## config.mk

```make
export PLATFORM = sky130hd
export DESIGN_NAME = booth_wallace_mul_pipe
export DESIGN_NICKNAME = d
export VERILOG_FILES = /design/src/rtl/booth_wallace_mul_pipe.sv
export SDC_FILE = /design/constraint.sdc
export NUM_CORES = 1
export LEC_CHECK = 0
export CELL_PAD_IN_SITES_DETAIL_PLACEMENT = 0
export CELL_PAD_IN_SITES_GLOBAL_PLACEMENT = 1
export CORE_ASPECT_RATIO = 1.5
export CORE_MARGIN = 3
export CORE_UTILIZATION = 45
export DETAILED_ROUTE_END_ITERATION = 10
export PLACE_DENSITY_LB_ADDON = 0.3
export SLEW_MARGIN = 40
export SYNTH_ARGS = -nofsm -noshare
export SYNTH_HDL_FRONTEND = slang
export SYNTH_SLANG_ARGS = --single-unit
```

## constraint.sdc

```tcl
create_clock -name clk -period 6.6 [get_ports clk]
set_input_delay 1.32 -clock clk [delete_from_list [all_inputs] [get_ports clk]]
set_output_delay 1.32 -clock clk [all_outputs]
set_load 0.005 [all_outputs]
```

## src/rtl/booth_wallace_mul_pipe.sv

```systemverilog
// ---------------------------------------------------------------------------
// booth_wallace_mul_pipe
//
// Pipelined radix-4 Booth multiplier with a 3:2 compressor tree. It is used
// in the mantissa path of the Posit FMAU. The result is given both resolved
// (prod) and in carry-save form (cs_sum/cs_carry), so a downstream fused adder
// can skip the final carry-propagate add.
//
// Pipeline:
//   S1  Booth encoding and partial-product selection (rows + increment bits)
//   S2  CSA tree reduction to a sum/carry pair
//   S3  carry-propagate add; the S2 pair is also forwarded to the outputs
// An operand beat appears on the outputs three clock edges after it is
// captured. The edge that captures it counts as the first of the three.
//
// Ports:
//   clk       clock; all state updates on the rising edge
//   rst_n     synchronous active-low reset
//   in_valid  operand beat valid
//   in_ready  stage 1 can accept a beat (combinational from stage state)
//   a, b      multiplicand / multiplier, WIDTH bits
//   tc        1: operands are two's complement, 0: unsigned
//   in_tag    sideband tag, returned unchanged with the result
//   out_valid result valid
//   out_ready consumer accepts the result
//   prod      exact 2*WIDTH-bit product
//   cs_sum    carry-save sum vector
//   cs_carry  carry-save carry vector; cs_sum + cs_carry == prod (mod 2^(2W))
//   out_tag   tag of the current result
// ---------------------------------------------------------------------------
module booth_wallace_mul_pipe #(
    parameter int WIDTH = 8,
    parameter int TAG_W = 4
) (
    input  logic               clk,
    input  logic               rst_n,
    input  logic               in_valid,
    output logic               in_ready,
    input  logic [WIDTH-1:0]   a,
    input  logic [WIDTH-1:0]   b,
    input  logic               tc,
    input  logic [TAG_W-1:0]   in_tag,
    output logic               out_valid,
    input  logic               out_ready,
    output logic [2*WIDTH-1:0] prod,
    output logic [2*WIDTH-1:0] cs_sum,
    output logic [2*WIDTH-1:0] cs_carry,
    output logic [TAG_W-1:0]   out_tag
);

    localparam int E    = WIDTH + 2;     // extended operand width
    localparam int NPP  = WIDTH / 2 + 1; // number of Booth digits / PP rows
    localparam int L    = E + 1;         // PP row width (holds +/-2*a)
    localparam int P    = 2 * WIDTH;     // product width
    localparam int NOPS = NPP + 2;       // rows + increment vector + constant

    // Each row has its sign bit s replaced by ~s. That equals the true signed
    // row plus 2^(L-1). This constant removes all those offsets at once, so
    // no row needs full-width sign extension.
    function automatic logic [P-1:0] sext_const();
        logic [P-1:0] c;
        c = '0;
        for (int i = 0; i < NPP; i++) begin
            c = c - (P'(1) << (L - 1 + 2 * i));
        end
        return c;
    endfunction

    localparam logic [P-1:0] SEXT_C = sext_const();

    // Booth recoding of one digit. Returns {increment bit, row}. A negative
    // digit gives the one's complement, and the increment bit finishes the
    // negation. The sign bit of the row is already inverted.
    function automatic logic [L:0] booth_pp(input logic [2:0] trip,
                                            input logic [E-1:0] ae);
        logic [L-1:0] mag;
        logic [L-1:0] r;
        logic         neg;
        case (trip)
            3'b001, 3'b010, 3'b101, 3'b110: mag = {ae[E-1], ae};
            3'b011, 3'b100:                 mag = {ae, 1'b0};
            default:                        mag = '0;
        endcase
        neg = trip[2] & ~(trip[1] & trip[0]);
        r   = neg ? ~mag : mag;
        return {neg, ~r[L-1], r[L-2:0]};
    endfunction

    // Wallace-style reduction. Each level groups the operands into 3:2
    // compressors and passes leftovers through, until two vectors remain.
    function automatic logic [2*P-1:0] csa_reduce(input logic [NOPS*P-1:0] ops);
        logic [P-1:0] v  [NOPS];
        logic [P-1:0] nv [NOPS];
        logic [P-1:0] x, y, z;
        int n, m, t;
        for (int i = 0; i < NOPS; i++) begin
            v[i] = ops[i*P +: P];
        end
        n = NOPS;
        for (int lvl = 0; lvl < NOPS; lvl++) begin
            if (n > 2) begin
                for (int j = 0; j < NOPS; j++) begin
                    nv[j] = '0;
                end
                t = n / 3;
                for (int j = 0; j < NOPS / 3; j++) begin
                    if (j < t) begin
                        x = v[3*j];
                        y = v[3*j+1];
                        z = v[3*j+2];
                        nv[2*j]   = x ^ y ^ z;
                        nv[2*j+1] = ((x & y) | (x & z) | (y & z)) << 1;
                    end
                end
                m = 2 * t;
                for (int j = 0; j < NOPS; j++) begin
                    if (j >= 3 * t && j < n) begin
                        nv[m] = v[j];
                        m     = m + 1;
                    end
                end
                n = m;
                for (int j = 0; j < NOPS; j++) begin
                    v[j] = nv[j];
                end
            end
        end
        return {v[0], v[1]};
    endfunction

    // Flow control
    logic r_vld_p1, r_vld_p2, r_vld_p3;
    logic w_rdy_p1, w_rdy_p2, w_rdy_p3;

    assign w_rdy_p3 = !r_vld_p3 || out_ready;
    assign w_rdy_p2 = !r_vld_p2 || w_rdy_p3;
    assign w_rdy_p1 = !r_vld_p1 || w_rdy_p2;
    assign in_ready = w_rdy_p1;

    always_ff @(posedge clk) begin
        if (!rst_n) begin
            r_vld_p1 <= 1'b0;
            r_vld_p2 <= 1'b0;
            r_vld_p3 <= 1'b0;
        end else begin
            if (w_rdy_p1) r_vld_p1 <= in_valid;
            if (w_rdy_p2) r_vld_p2 <= r_vld_p1;
            if (w_rdy_p3) r_vld_p3 <= r_vld_p2;
        end
    end

    // ---- S1: Booth encode and select partial products ----
    logic [E-1:0]          w_a_ext;
    logic [E:0]            w_b_pad;   // extended b with the implicit b[-1]=0
    logic [NPP-1:0][L-1:0] w_row;
    logic [NPP-1:0]        w_inc;

    assign w_a_ext = {{2{tc & a[WIDTH-1]}}, a};
    assign w_b_pad = {{2{tc & b[WIDTH-1]}}, b, 1'b0};

    always_comb begin
        w_row = '0;
        w_inc = '0;
        for (int i = 0; i < NPP; i++) begin
            {w_inc[i], w_row[i]} = booth_pp(w_b_pad[2*i +: 3], w_a_ext);
        end
    end

    logic [NPP-1:0][L-1:0] r_row_p1;
    logic [NPP-1:0]        r_inc_p1;
    logic [TAG_W-1:0]      r_tag_p1;

    always_ff @(posedge clk) begin
        if (in_valid && w_rdy_p1) begin
            r_row_p1 <= w_row;
            r_inc_p1 <= w_inc;
            r_tag_p1 <= in_tag;
        end
    end

    // ---- S2: compress rows, increments and constant to a sum/carry pair ----
    logic [NOPS*P-1:0] w_ops;
    logic [P-1:0]      w_incv;
    logic [P-1:0]      w_sum, w_carry;

    always_comb begin
        w_ops  = '0;
        w_incv = '0;
        for (int i = 0; i < NPP; i++) begin
            w_ops[i*P +: P] = P'(r_row_p1[i]) << (2 * i);
            w_incv[2*i]     = r_inc_p1[i];
        end
        w_ops[NPP*P +: P]     = w_incv;
        w_ops[(NPP+1)*P +: P] = SEXT_C;
    end

    assign {w_sum, w_carry} = csa_reduce(w_ops);

    logic [P-1:0]     r_sum_p2, r_carry_p2;
    logic [TAG_W-1:0] r_tag_p2;

    always_ff @(posedge clk) begin
        if (r_vld_p1 && w_rdy_p2) begin
            r_sum_p2   <= w_sum;
            r_carry_p2 <= w_carry;
            r_tag_p2   <= r_tag_p1;
        end
    end

    // ---- S3: carry-propagate add and output registers ----
    logic [P-1:0]     r_prod_p3, r_sum_p3, r_carry_p3;
    logic [TAG_W-1:0] r_tag_p3;

    always_ff @(posedge clk) begin
        if (!rst_n) begin
            r_prod_p3  <= '0;
            r_sum_p3   <= '0;
            r_carry_p3 <= '0;
            r_tag_p3   <= '0;
        end else if (r_vld_p2 && w_rdy_p3) begin
            r_prod_p3  <= r_sum_p2 + r_carry_p2;
            r_sum_p3   <= r_sum_p2;
            r_carry_p3 <= r_carry_p2;
            r_tag_p3   <= r_tag_p2;
        end
    end

    assign out_valid = r_vld_p3;
    assign prod      = r_prod_p3;
    assign cs_sum    = r_sum_p3;
    assign cs_carry  = r_carry_p3;
    assign out_tag   = r_tag_p3;

endmodule

```

# Yosys cells after proc, flatten, opt, wreduce, memory -nomap -nowiden
# Index checks and enable logic that the tools add are counted.
[word_totals] register_bits=149 out_inout_bits=54 word_cells=128
[op_classes] n_addsub=1 n_eq_ne=27 mux=10 bitwise=55 n_reduce_logical=18
[ops] operator="$and 15x15->15" count=8
[ops] operator="$or 15x15->15" count=7
[ops] operator="$xor 16x16->16" count=5
[ops] operator="$pmux 11 s2" count=3
[ops] operator="$eq 3x3->1 const B" count=12
[ops] operator="$mux 11" count=3
[ops] operator="$not 11->11" count=3
[ops] operator="$and 15x9->15" count=2
[ops] operator="$or 15x14->15" count=2
[ops] operator="$eq 3x2->1 const B" count=8
[ops] operator="$pmux 10 s2" count=1
[ops] operator="$add 16x16->16" count=1
[ops] operator="$pmux 8 s2" count=1
[ops] operator="$reduce_or 4->1" count=4
[ops] operator="$xor 15x16->16" count=1
[ops] operator="$xor 16x9->16" count=1
[ops] operator="$and 11x15->15" count=1
[ops] operator="$and 13x15->15" count=1
[ops] operator="$or 13x15->15" count=1
[ops] operator="$xor 13x15->15" count=1
[ops] operator="$and 11x13->13" count=1
[ops] operator="$xor 11x13->13" count=1
[ops] operator="$eq 3x1->1 const B" count=4
[ops] operator="$and 1x1->1" count=10
[ops] operator="12 further kinds" count=29

# Longest topological paths before layout
# Gate-level depths: netlist of run 1.
[depth] depth_word=12 ltp_mapped=8 ltp_nobuf=8

# Worst setup path before layout of run 1
# OpenSTA, ideal clock, no wires.
[synth_path] kind="in2reg" from="input out_ready" to="register r_inc_p1[0] (enable)" setup_ns=0.514 arrival_ns=4.609 path_slack_ns=1.477 cell_stages=2 n_path_buf=0 path_cell_list="and2b_1 > a31oi_1"
[synth_between] elab_chain_len=4
[synth_lines] element="start: declaration" line_no="44" text="input logic out_ready,"
[synth_lines] element="$logic_or 1x1->1" line_no="135" text="assign w_rdy_p3 = !r_vld_p3 || out_ready;"
[synth_lines] element="$logic_or 1x1->1" line_no="136" text="assign w_rdy_p2 = !r_vld_p2 || w_rdy_p3;"
[synth_lines] element="$logic_or 1x1->1" line_no="137" text="assign w_rdy_p1 = !r_vld_p1 || w_rdy_p2;"
[synth_lines] element="$logic_and 1x1->1" line_no="174" text="if (in_valid && w_rdy_p1) begin"
[synth_lines] element="end signal: assignment" line_no="176" text="r_inc_p1 <= w_inc;"
[synth_lines] element="end: declaration" line_no="170" text="logic [NPP-1:0] r_inc_p1;"
# No other way between the ends.
# A chain may end at the register's enable or synchronous reset.

# Final worst setup path of run 1
[layout_path] from="input out_ready" to="output in_ready"
[layout_between] elab_chain_len=3
[layout_lines] element="$logic_or 1x1->1" line_no="135"
[layout_lines] element="$logic_or 1x1->1" line_no="136"
[layout_lines] element="$logic_or 1x1->1" line_no="137"
[layout_lines] element="end: declaration" line_no="38" text="output logic in_ready,"
# No other way between the ends.

==> flow_summary_export.csv, run 1 <==
group,metric,value,unit
status,status,"finished, final reports clean",
logic_synthesis,netlist_area,7437,µm²
sta,finalHoldViolations,0,
placed_design,pre_cts_slack,2.501,ns
floorplanning,dieArea,18140,µm²
global_routing,grt_max_degree,57,
route,route.met2.wl,7668,µm
route,drtIter0Drc,198,
sta,max_freq,243.6,MHz
clock_tree,cts_buffers,17,
sta,fin_skew,0.01067,ns
global_routing,grtUsageTotal,0.1643,
setup_path,r2r_end,"r_sum_p2[7]",
clock_tree,insertion_delay,0.41,ns
logic_synthesis,synth_edf_count,92,
finish,area_growth,20.39,%
setup_path,crit_end,"in_ready",
clock_tree,clock_path_buffers,2,
logic_synthesis,synth_cell_types,51,
route,wl_met1,5870,µm
logic_synthesis,synth_flop_cell,"edfxtp_1",
global_routing,grt.overflow.total,0,
sta,final_max_slew_viol_count,0,
setup_path,crit_arrival,2.78,ns
setup_path,crit_fanout,7,
setup_path,reg2regPathDepth,8,
route,wl_met3,487,µm
placed_design,dp_cells,932,
floorplanning,fp.dieW,111.0,µm
floorplanning,num_io_pins,79,
setup_path,endpoint_kind,"output port",
global_routing,grt_pass1_wl,23950,µm
placed_design,place_area,8399,µm²
floorplanning,initial_core_util,0.4676,
logic_synthesis,ys_seq_elements,140,
setup_path,crit_path_start_kind,"input port",
global_routing,antenna_found_initial,0,
finish,num_antenna_cells,0,
finish,fin_nets,845,
sta,period_minus_slack,4.105,ns
placed_design,port_buffers,74,
clock_tree,cts_resized,0,
sta,tightest_slew,0.7365,ns
power,p_leak,3.575,nW
setup_path,r2r_slack,3.99,ns
route,ant_nets,0,
placed_design,gp_congestion,0.8097,
sta,rsz0062_at_grt,"false",
clock_tree,holdBufCountCts,0,
power,total_power,2.746,mW
sta,setup_violations,0,
power,ir_drop,0.1638,mV
clock_tree,clock-root-buffer,"clkbuf_16",
placed_design,place_hpwl,10870,µm
route,dr.pass1.iters,4,
sta,finalCritPeriodShare,0.6220,
logic_synthesis,ys_seq_area_frac,0.5007,
clock_tree,clkSinkCount,140,
sta,holdWs,0.4196,ns
floorplanning,core-area,15910,µm²
logic_synthesis,ys_warn_count,0,
worst_hold_path,hold_depth,0,
worst_hold_path,worstHoldPathType,"reg -> reg",
sta,setup_tns,0,ns
route,detail_route.wl_per_cell,14.71,µm
finish,drive_above_1_share,0.06307,
clock_tree,htreeDepth,4,
global_routing,grt_pass1_vias,4993,
route,vias,4904,
finish,postLayoutCellArea,8954,µm²
logic_synthesis,syn_area_per_cell,10.86,µm²
finish,final_util,0.5629,
clock_tree,clkTransAtPathRegs,0.06,ns
power,p_per_area,306.7,nW/µm²
floorplanning,num_rows,56,
sta,fin_ws,2.495,ns
finish,final_cell_mix,"105 x nand2_1, 92 x edfxtp_1, 76 x inv_1",
logic_synthesis,synth-async-reset-ratio,0,
logic_synthesis,yosys.area.top_type,"edfxtp_1",
finish,final_cells,964,
finish,final_common_cell,"nand2_1",
route,vias_per_cell,5.087,
logic_synthesis,synth.top_cells.by_area,"edfxtp_1 37%, dfxtp_1 13%, ha_1 8.1%",
setup_path,r2r-start,"r_row_p1[7]",
clock_tree,postCtsSetupBuffers,0,
setup_path,cp.required,5.28,ns
clock_tree,tritoncts,"yes",
setup_path,crit_type,"in -> out",
flow_run,maxCapViolations,0,
floorplanning,die_h,163.5,µm
logic_synthesis,syn_inst,685,
sta,slew_headroom,0.5075,
route,drc,0,
route,routed_wl,14180,µm
logic_synthesis,yosys.area.top_type_share,0.3715,
route,top_layer,"met4",
setup_path,setup.worst_path.start,"out_ready",
registers in the layout, indices dropped and copies added, names as in the netlist, 5 cells and up:
name        cells
cs_carry       12
cs_sum         16
prod           13
r_carry_p2     12
r_inc_p1        5
r_row_p1       51
r_sum_p2       16
power breakdown:
group / switching [mW] / leakage, nW / internal [mW]
clock network: 0.357 / 0.252 / 0.519
logic: 0.400 / 2.06 / 0.334
registers: 0.0504 / 1.27 / 1.08
total: 0.808 / 3.58 / 1.94
critical path: stages:
cell and delay [ns]:
clkdlybuf4s50_1 0.40, and2b_1 0.44, nand3_1 0.16, clkdlybuf4s50_1 0.47
logic make-up (layout without fill, tap and decap cells):
family,Yosys count,count (layout),share of synthesized area
AOI/OAI and AO/OA,155,155,0.1484
other,1,5,0.0005042
buffers and inverters,119,191,0.06612
xor gates and xnor gates,29,29,0.03415
DFF,140,140,0.5007
muxes,7,7,0.009422
and+or+nand+nor,162,162,0.09539
adders and majority gates,72,72,0.1454
per-layer routing:
metal  track usage  vias up
met4       0.05490        0
met5             0        -
met1        0.1914     2324
met2        0.3006       95
met3       0.03410       13
li1              -     2472
how the worst min path moves through the flow:
stage,slack (ns),start,end
global placement,0.40,r_tag_p1[2],r_tag_p2[2]
global route,0.43,r_tag_p1[2],r_tag_p2[2]
finish,0.42,r_tag_p1[0],r_tag_p2[0]
detailed placement,0.41,r_tag_p1[2],r_tag_p2[2]
floorplan,0.40,r_tag_p1[0],r_tag_p2[0]
CTS,0.42,r_tag_p1[2],r_tag_p2[2]
cell type report:
cell class / instances / area (µm²)
Fill cell: 1375 / 6952
Sequential cell: 140 / 3724
Clock buffer: 19 / 432.9
Inverter: 76 / 285.3
Timing Repair Buffer: 83 / 865.8
Tap cell: 203 / 254.0
Clock inverter: 13 / 121.4
Multi-Input combinational cell: 430 / 3271
Yosys cell counts (2+ instances only):
cell type  instances
o211a_1            2
nand3_1            5
a21boi_0          38
nand2b_1           4
nand3b_1           2
ha_1              48
fa_1              24
buf_2              6
a31oi_1            4
buf_4             10
xor2_1            20
o221ai_1           3
nor2b_1            7
o21a_1             2
a22oi_1           15
o31ai_1            2
and3_1             3
nand2_1          105
xnor2_1            9
mux2i_1            7
clkbuf_1          25
a21oi_1           27
edfxtp_1          92
buf_1              2
and2_1            10
a221o_1            8
dfxtp_1           48
a22o_1             7
nor2_1            18
inv_1             76
o21ai_0           31
a21o_1             4
nand4_1            3
(Power assumes the default switching activity.)
==> inputs of run 2 (changes only) <==
==> constraint.sdc (replaced) <==
create_clock -name clk -period 4.26 [get_ports clk]
set_input_delay 0.852 -clock clk [delete_from_list [all_inputs] [get_ports clk]]
set_output_delay 0.852 -clock clk [all_outputs]
set_load 0.005 [all_outputs]
==> run 2 against run 1 <==
  * Final cell count fell by 0.31%
  * Critical path depth unchanged
  * Utilization down 0.15 points
  * Sequential power rose by 54%
  * Combinational power rose by 55%
  * First-iteration DRC count is 18% higher
  * Register-to-register slack lost 2.4 ns
  * Clock power up 67%
  * Die area unchanged
  * Routed wire length is 1.3% higher
  * Hold slack worse by 0.0042 ns
==> flow_summary_export.csv, run 2 (synthesis results as in run 1) <==
group,metric,value,unit
finish,largest_register_ffs,51,
worst_hold_path,worstHoldPathType,"reg -> reg",
route,drtIter0Drc,233,
route,detail_route.wl_per_cell,14.95,µm
worst_hold_path,hp-start,"r_tag_p1[1]",
sta,slew_headroom,0.4765,
power,power_frac_comb,0.261,
global_routing,grtUsageTotal,0.1656,
route,dr.pass1.iters,4,
finish,final_cells,961,
setup_path,cp.required,3.41,ns
global_routing,grt_pass1_wl,23950,µm
route,drc,0,
clock_tree,holdBufCountCts,0,
sta,finalHoldViolations,0,
sta,max_freq,319.6,MHz
floorplanning,num_io_pins,79,
setup_path,setup.worst_path.start,"out_ready",
placed_design,gp_congestion,0.8179,
global_routing,grt_pass1_vias,5013,
power,p_per_area,488.0,nW/µm²
placed_design,port_buffers,74,
sta,period_minus_slack,3.129,ns
clock_tree,clock_path_buffers,2,
setup_path,cpLargestDelayFamily,"buffers and inverters",
power,power_frac_seq,0.404,
floorplanning,num_rows,56,
setup_path,cp_num_buf_inv,2,
placed_design,place_hpwl,10760,µm
setup_path,crit_chain,"clkdlybuf4s50_1 -> and2b_1 -> nand3_1 -> clkdlybuf4s50_1",
clock_tree,cts_resized,0,
floorplanning,fp.dieW,111.0,µm
power,swShare,0.2897,
clock_tree,htreeDepth,4,
finish,final_cell_mix,"105 x nand2_1, 92 x edfxtp_1, 76 x inv_1",
route,vias,4929,
power,power.share.clock,0.335,
finish,final_common_cell,"nand2_1",
clock_tree,postCtsSetupBuffers,0,
global_routing,grt_max_degree,61,
setup_path,crit_path_start_kind,"input port",
clock_tree,clkSinkCount,140,
clock_tree,cts_buffers,17,
power,power.switching,1.263,mW
setup_path,critical-path-slowest-cell,"clkdlybuf4s50_1",
route,vias_per_cell,5.129,
setup_path,r2r-start,"r_row_p1[7]",
status,status,"finished, final reports clean",
sta,setup_violations,0,
setup_path,max_stage_delay,0.47,ns
sta,holdWs,0.4155,ns
route,ant_nets,0,
sta,rsz0062_at_grt,"false",
floorplanning,core-area,15910,µm²
sta,fin_skew,0.008536,ns
clock_tree,insertion_delay,0.41,ns
setup_path,endpoint_kind,"output port",
floorplanning,initial_core_util,0.4676,
floorplanning,dieArea,18140,µm²
sta,tightest_slew,0.7836,ns
setup_path,crit_type,"in -> out",
power,p_leak,3.590,nW
setup_path,crit_arrival,2.28,ns
setup_path,r2r_slack,1.64,ns
floorplanning,die_h,163.5,µm
clock_tree,clock-root-buffer,"clkbuf_16",
finish,drive_above_1_share,0.06069,
power,ir_drop,0.2786,mV
setup_path,cpMostUsedCell,"clkdlybuf4s50_1",
placed_design,pre_cts_slack,0.9780,ns
finish,num_antenna_cells,0,
setup_path,crit_fanout,7,
global_routing,antenna_found_initial,0,
finish,fin_nets,842,
finish,final_util,0.5614,
sta,final_max_slew_viol_count,0,
power,internal_power,3.095,mW
route,routed_wl,14360,µm
global_routing,grt.overflow.total,0,
sta,setup_tns,0,ns
sta,fin_ws,1.131,ns
clock_tree,tritoncts,"yes",
clock_tree,clkTransAtPathRegs,0.06,ns
finish,top_register,"r_row_p1",
finish,area_growth,20.07,%
flow_run,maxCapViolations,0,
placed_design,dp_cells,929,
sta,finalCritPeriodShare,0.7345,
run 2: cell count changes in the layout (fill, tap and decap cells not counted):
cell	delta
nand2b_1	-1
buf_8	-3
inv_4	+2
bufinv_16	+1
clkinvlp_4	-5
inv_6	+1
buf_4	+1
clkinv_2	+1
clkbuf_16	+1
clkinvlp_2	-1
buf_16	-1
nand2b_2	+1
run 2: stage by stage:
step / instance area (µm²) / total power, mW
after floorplan: 7458 / 2.595
after global placement: 8304 / 2.877
after detailed placement: 8337 / 2.926
after CTS: 8930 / 4.414
after global routing: 8930 / 4.654
final: 8930 / 4.358
run 2: power groups by stage:
| stage | registers [mW] | logic (mW) | clock network [mW] |
|---|---|---|---|
| 2_1_floorplan | 1.77 | 0.826 | 0 |
| 3_3_place_gp | 1.79 | 1.09 | 0 |
| 3_5_place_dp | 1.79 | 1.13 | 0 |
| 4_1_cts | 1.76 | 1.16 | 1.49 |
| 5_1_grt | 1.78 | 1.32 | 1.55 |
| 6_report | 1.76 | 1.14 | 1.46 |
run 2: cell type report:
type                    instances  area, µm²
clock buffers                  20      457.9
clock inverters                12      135.1
fillers                      1316       6975
inverters                      76      285.3
multi-input cells             430       3273
flip-flops and latches        140       3724
well taps                     203      254.0
repair buffers                 80      800.8
run 2: worst paths after layout:
| kind | end | cells after the start |
|---|---|---|
| max | in_ready | 4 |
| max reg2reg | r_sum_p2[7] | 8 |
| min | r_tag_p2[1] | 0 |
| min reg2reg | r_tag_p2[1] | 0 |
run 2: layer usage:
metal / share of wire / global-route usage
met5: 0 / 0
met4: 0.022 / 0.06611
met3: 0.039 / 0.03225
met2: 0.53 / 0.3077
met1: 0.41 / 0.1853
==> inputs of run 3 (changes only) <==
==> constraint.sdc (replaced) <==
create_clock -name clk -period 3.25 [get_ports clk]
set_input_delay 0.65 -clock clk [delete_from_list [all_inputs] [get_ports clk]]
set_output_delay 0.65 -clock clk [all_outputs]
set_load 0.005 [all_outputs]
==> run 3 against run 2 <==
  * Final cell count increased by 0.62%
  * Clock skew increased by 0.0032 ns
  * Count of clock-buffer cells in the layout rose by 1
  * Die area stayed put
  * Register-to-register slack lost 0.97 ns
  * Final area hardly changed
  * Critical path depth unchanged
  * Critical path type unchanged
==> flow_summary_export.csv, run 3 (synthesis results as in run 1) <==
group,metric,value,unit
finish,num_antenna_cells,0,
finish,fin_nets,848,
route,dr.pass1.iters,5,
floorplanning,num_rows,56,
placed_design,place_hpwl,10650,µm
clock_tree,insertion_delay,0.41,ns
setup_path,crit_end,"in_ready",
placed_design,dp_cells,935,
power,power_frac_seq,0.413,
global_routing,grt_max_degree,61,
sta,max_freq,364.1,MHz
floorplanning,initial_core_util,0.4676,
power,internal_power,3.971,mW
route,vias_per_cell,5.138,
clock_tree,clock-root-buffer,"clkbuf_16",
power,ir_drop,0.4169,mV
global_routing,grt.overflow.total,0,
sta,final_max_slew_viol_count,0,
finish,largest_register_ffs,51,
setup_path,crit_type,"in -> out",
clock_tree,cts_resized,0,
clock_tree,postCtsSetupBuffers,0,
power,swShare,0.2899,
sta,setup_tns,0,ns
sta,finalHoldViolations,0,
sta,tightest_slew,0.6665,ns
floorplanning,fp.dieW,111.0,µm
route,routed_wl,14190,µm
setup_path,cp.required,2.60,ns
sta,fin_skew,0.01175,ns
global_routing,antenna_found_initial,0,
placed_design,gp_congestion,0.8250,
setup_path,r2r-start,"r_row_p1[7]",
clock_tree,clkSinkCount,140,
finish,final_common_cell,"nand2_1",
setup_path,r2r_end,"r_sum_p2[7]",
floorplanning,die_h,163.5,µm
finish,final_cells,967,
power,power_frac_comb,0.266,
sta,rsz0062_at_grt,"false",
route,drtIter0Drc,196,
clock_tree,tritoncts,"yes",
clock_tree,cts_buffers,17,
power,p_per_area,625.9,nW/µm²
setup_path,r2r_slack,0.67,ns
route,vias,4968,
route,ant_nets,0,
status,status,"finished, final reports clean",
clock_tree,clkTransAtPathRegs,0.06,ns
setup_path,crit_arrival,2.10,ns
worst_hold_path,hp-start,"r_tag_p1[2]",
finish,final_cell_mix,"105 x nand2_1, 92 x edfxtp_1, 76 x inv_1",
setup_path,crit_fanout,7,
worst_hold_path,worstHoldPathType,"reg -> reg",
sta,setup_violations,0,
route,drc,0,
clock_tree,clock_path_buffers,2,
floorplanning,num_io_pins,79,
clock_tree,htreeDepth,4,
global_routing,grt_pass1_vias,4935,
sta,slew_headroom,0.5547,
power,power.share.clock,0.322,
finish,area_growth,20.14,%
power,power.switching,1.621,mW
global_routing,grt_pass1_wl,23870,µm
worst_hold_path,hold_depth,0,
global_routing,grtUsageTotal,0.1647,
floorplanning,core-area,15910,µm²
clock_tree,holdBufCountCts,0,
setup_path,reg2regPathDepth,8,
sta,finalCritPeriodShare,0.8451,
floorplanning,dieArea,18140,µm²
setup_path,crit_path_start_kind,"input port",
power,p_leak,3.606,nW
placed_design,port_buffers,74,
setup_path,setup.worst_path.start,"out_ready",
finish,top_register,"r_row_p1",
sta,holdWs,0.4266,ns
route,detail_route.wl_per_cell,14.68,µm
finish,drive_above_1_share,0.06545,
sta,period_minus_slack,2.746,ns
flow_run,maxCapViolations,0,
setup_path,endpoint_kind,"output port",
==> run 3: cell types whose count changed in the layout (fill, tap and decap cells not counted), moves of 2 or more <==
cell	delta
inv_4	+3
buf_4	+6
buf_8	-2
inv_6	-2
buf_12	+2
clkinv_4	-3
==> run 3: worst max-delay path, stage by stage <==
cell and delay [ns]:
clkdlybuf4s50_1 0.40, and2b_1 0.42, nand3_1 0.15, clkdlybuf4s50_1 0.47
==> run 3: how the worst min path moves through the flow <==
stage | end | slack, ns
after floorplan | r_tag_p2[0] | 0.40
after global placement | r_tag_p2[2] | 0.40
after detailed placement | r_tag_p2[1] | 0.41
after CTS | r_tag_p2[2] | 0.42
after global routing | r_tag_p2[0] | 0.44
final | r_tag_p2[2] | 0.43
==> run 3: area by class of cell <==
cell class,instances,area [µm²]
Clock buffer,21,461.7
Timing Repair Buffer,86,850.8
Clock inverter,11,88.84
Multi-Input combinational cell,430,3271
Tap cell,203,254.0
Fill cell,1352,6970
Sequential cell,140,3724
Inverter,76,285.3
==> run 3: layer usage <==
metal	routed length [µm]	part of all wire	vias to the layer above	GRT usage
li1	-	-	2477	-
met3	557	0.039	23	0.03188
met2	7517	0.53	121	0.2994
met5	0	0	-	0
met1	5788	0.41	2347	0.1865
met4	330	0.023	0	0.07451
==> run 3: power groups by stage <==
stage | Combinational (mW) | Clock, mW | Sequential (mW)
global placement | 1.44 | 0 | 2.34
finish | 1.49 | 1.80 | 2.31
global route | 1.73 | 1.93 | 2.33
CTS | 1.52 | 1.85 | 2.31
floorplan | 1.08 | 0 | 2.32
detailed placement | 1.50 | 0 | 2.35
==> run 3: through the flow <==
stage | utilization | setup WS, ns | area [µm²] | total power [mW]
detailed placement | 0.5275 | 0.5036 | 8389 | 3.847
floorplan | - | 0.03820 | 7458 | 3.401
global route | 0.5618 | 0.4354 | 8935 | 5.988
global placement | 0.5275 | 0.5469 | 8389 | 3.781
finish | 0.5618 | 0.5036 | 8935 | 5.592
CTS | 0.5621 | 0.4944 | 8940 | 5.672
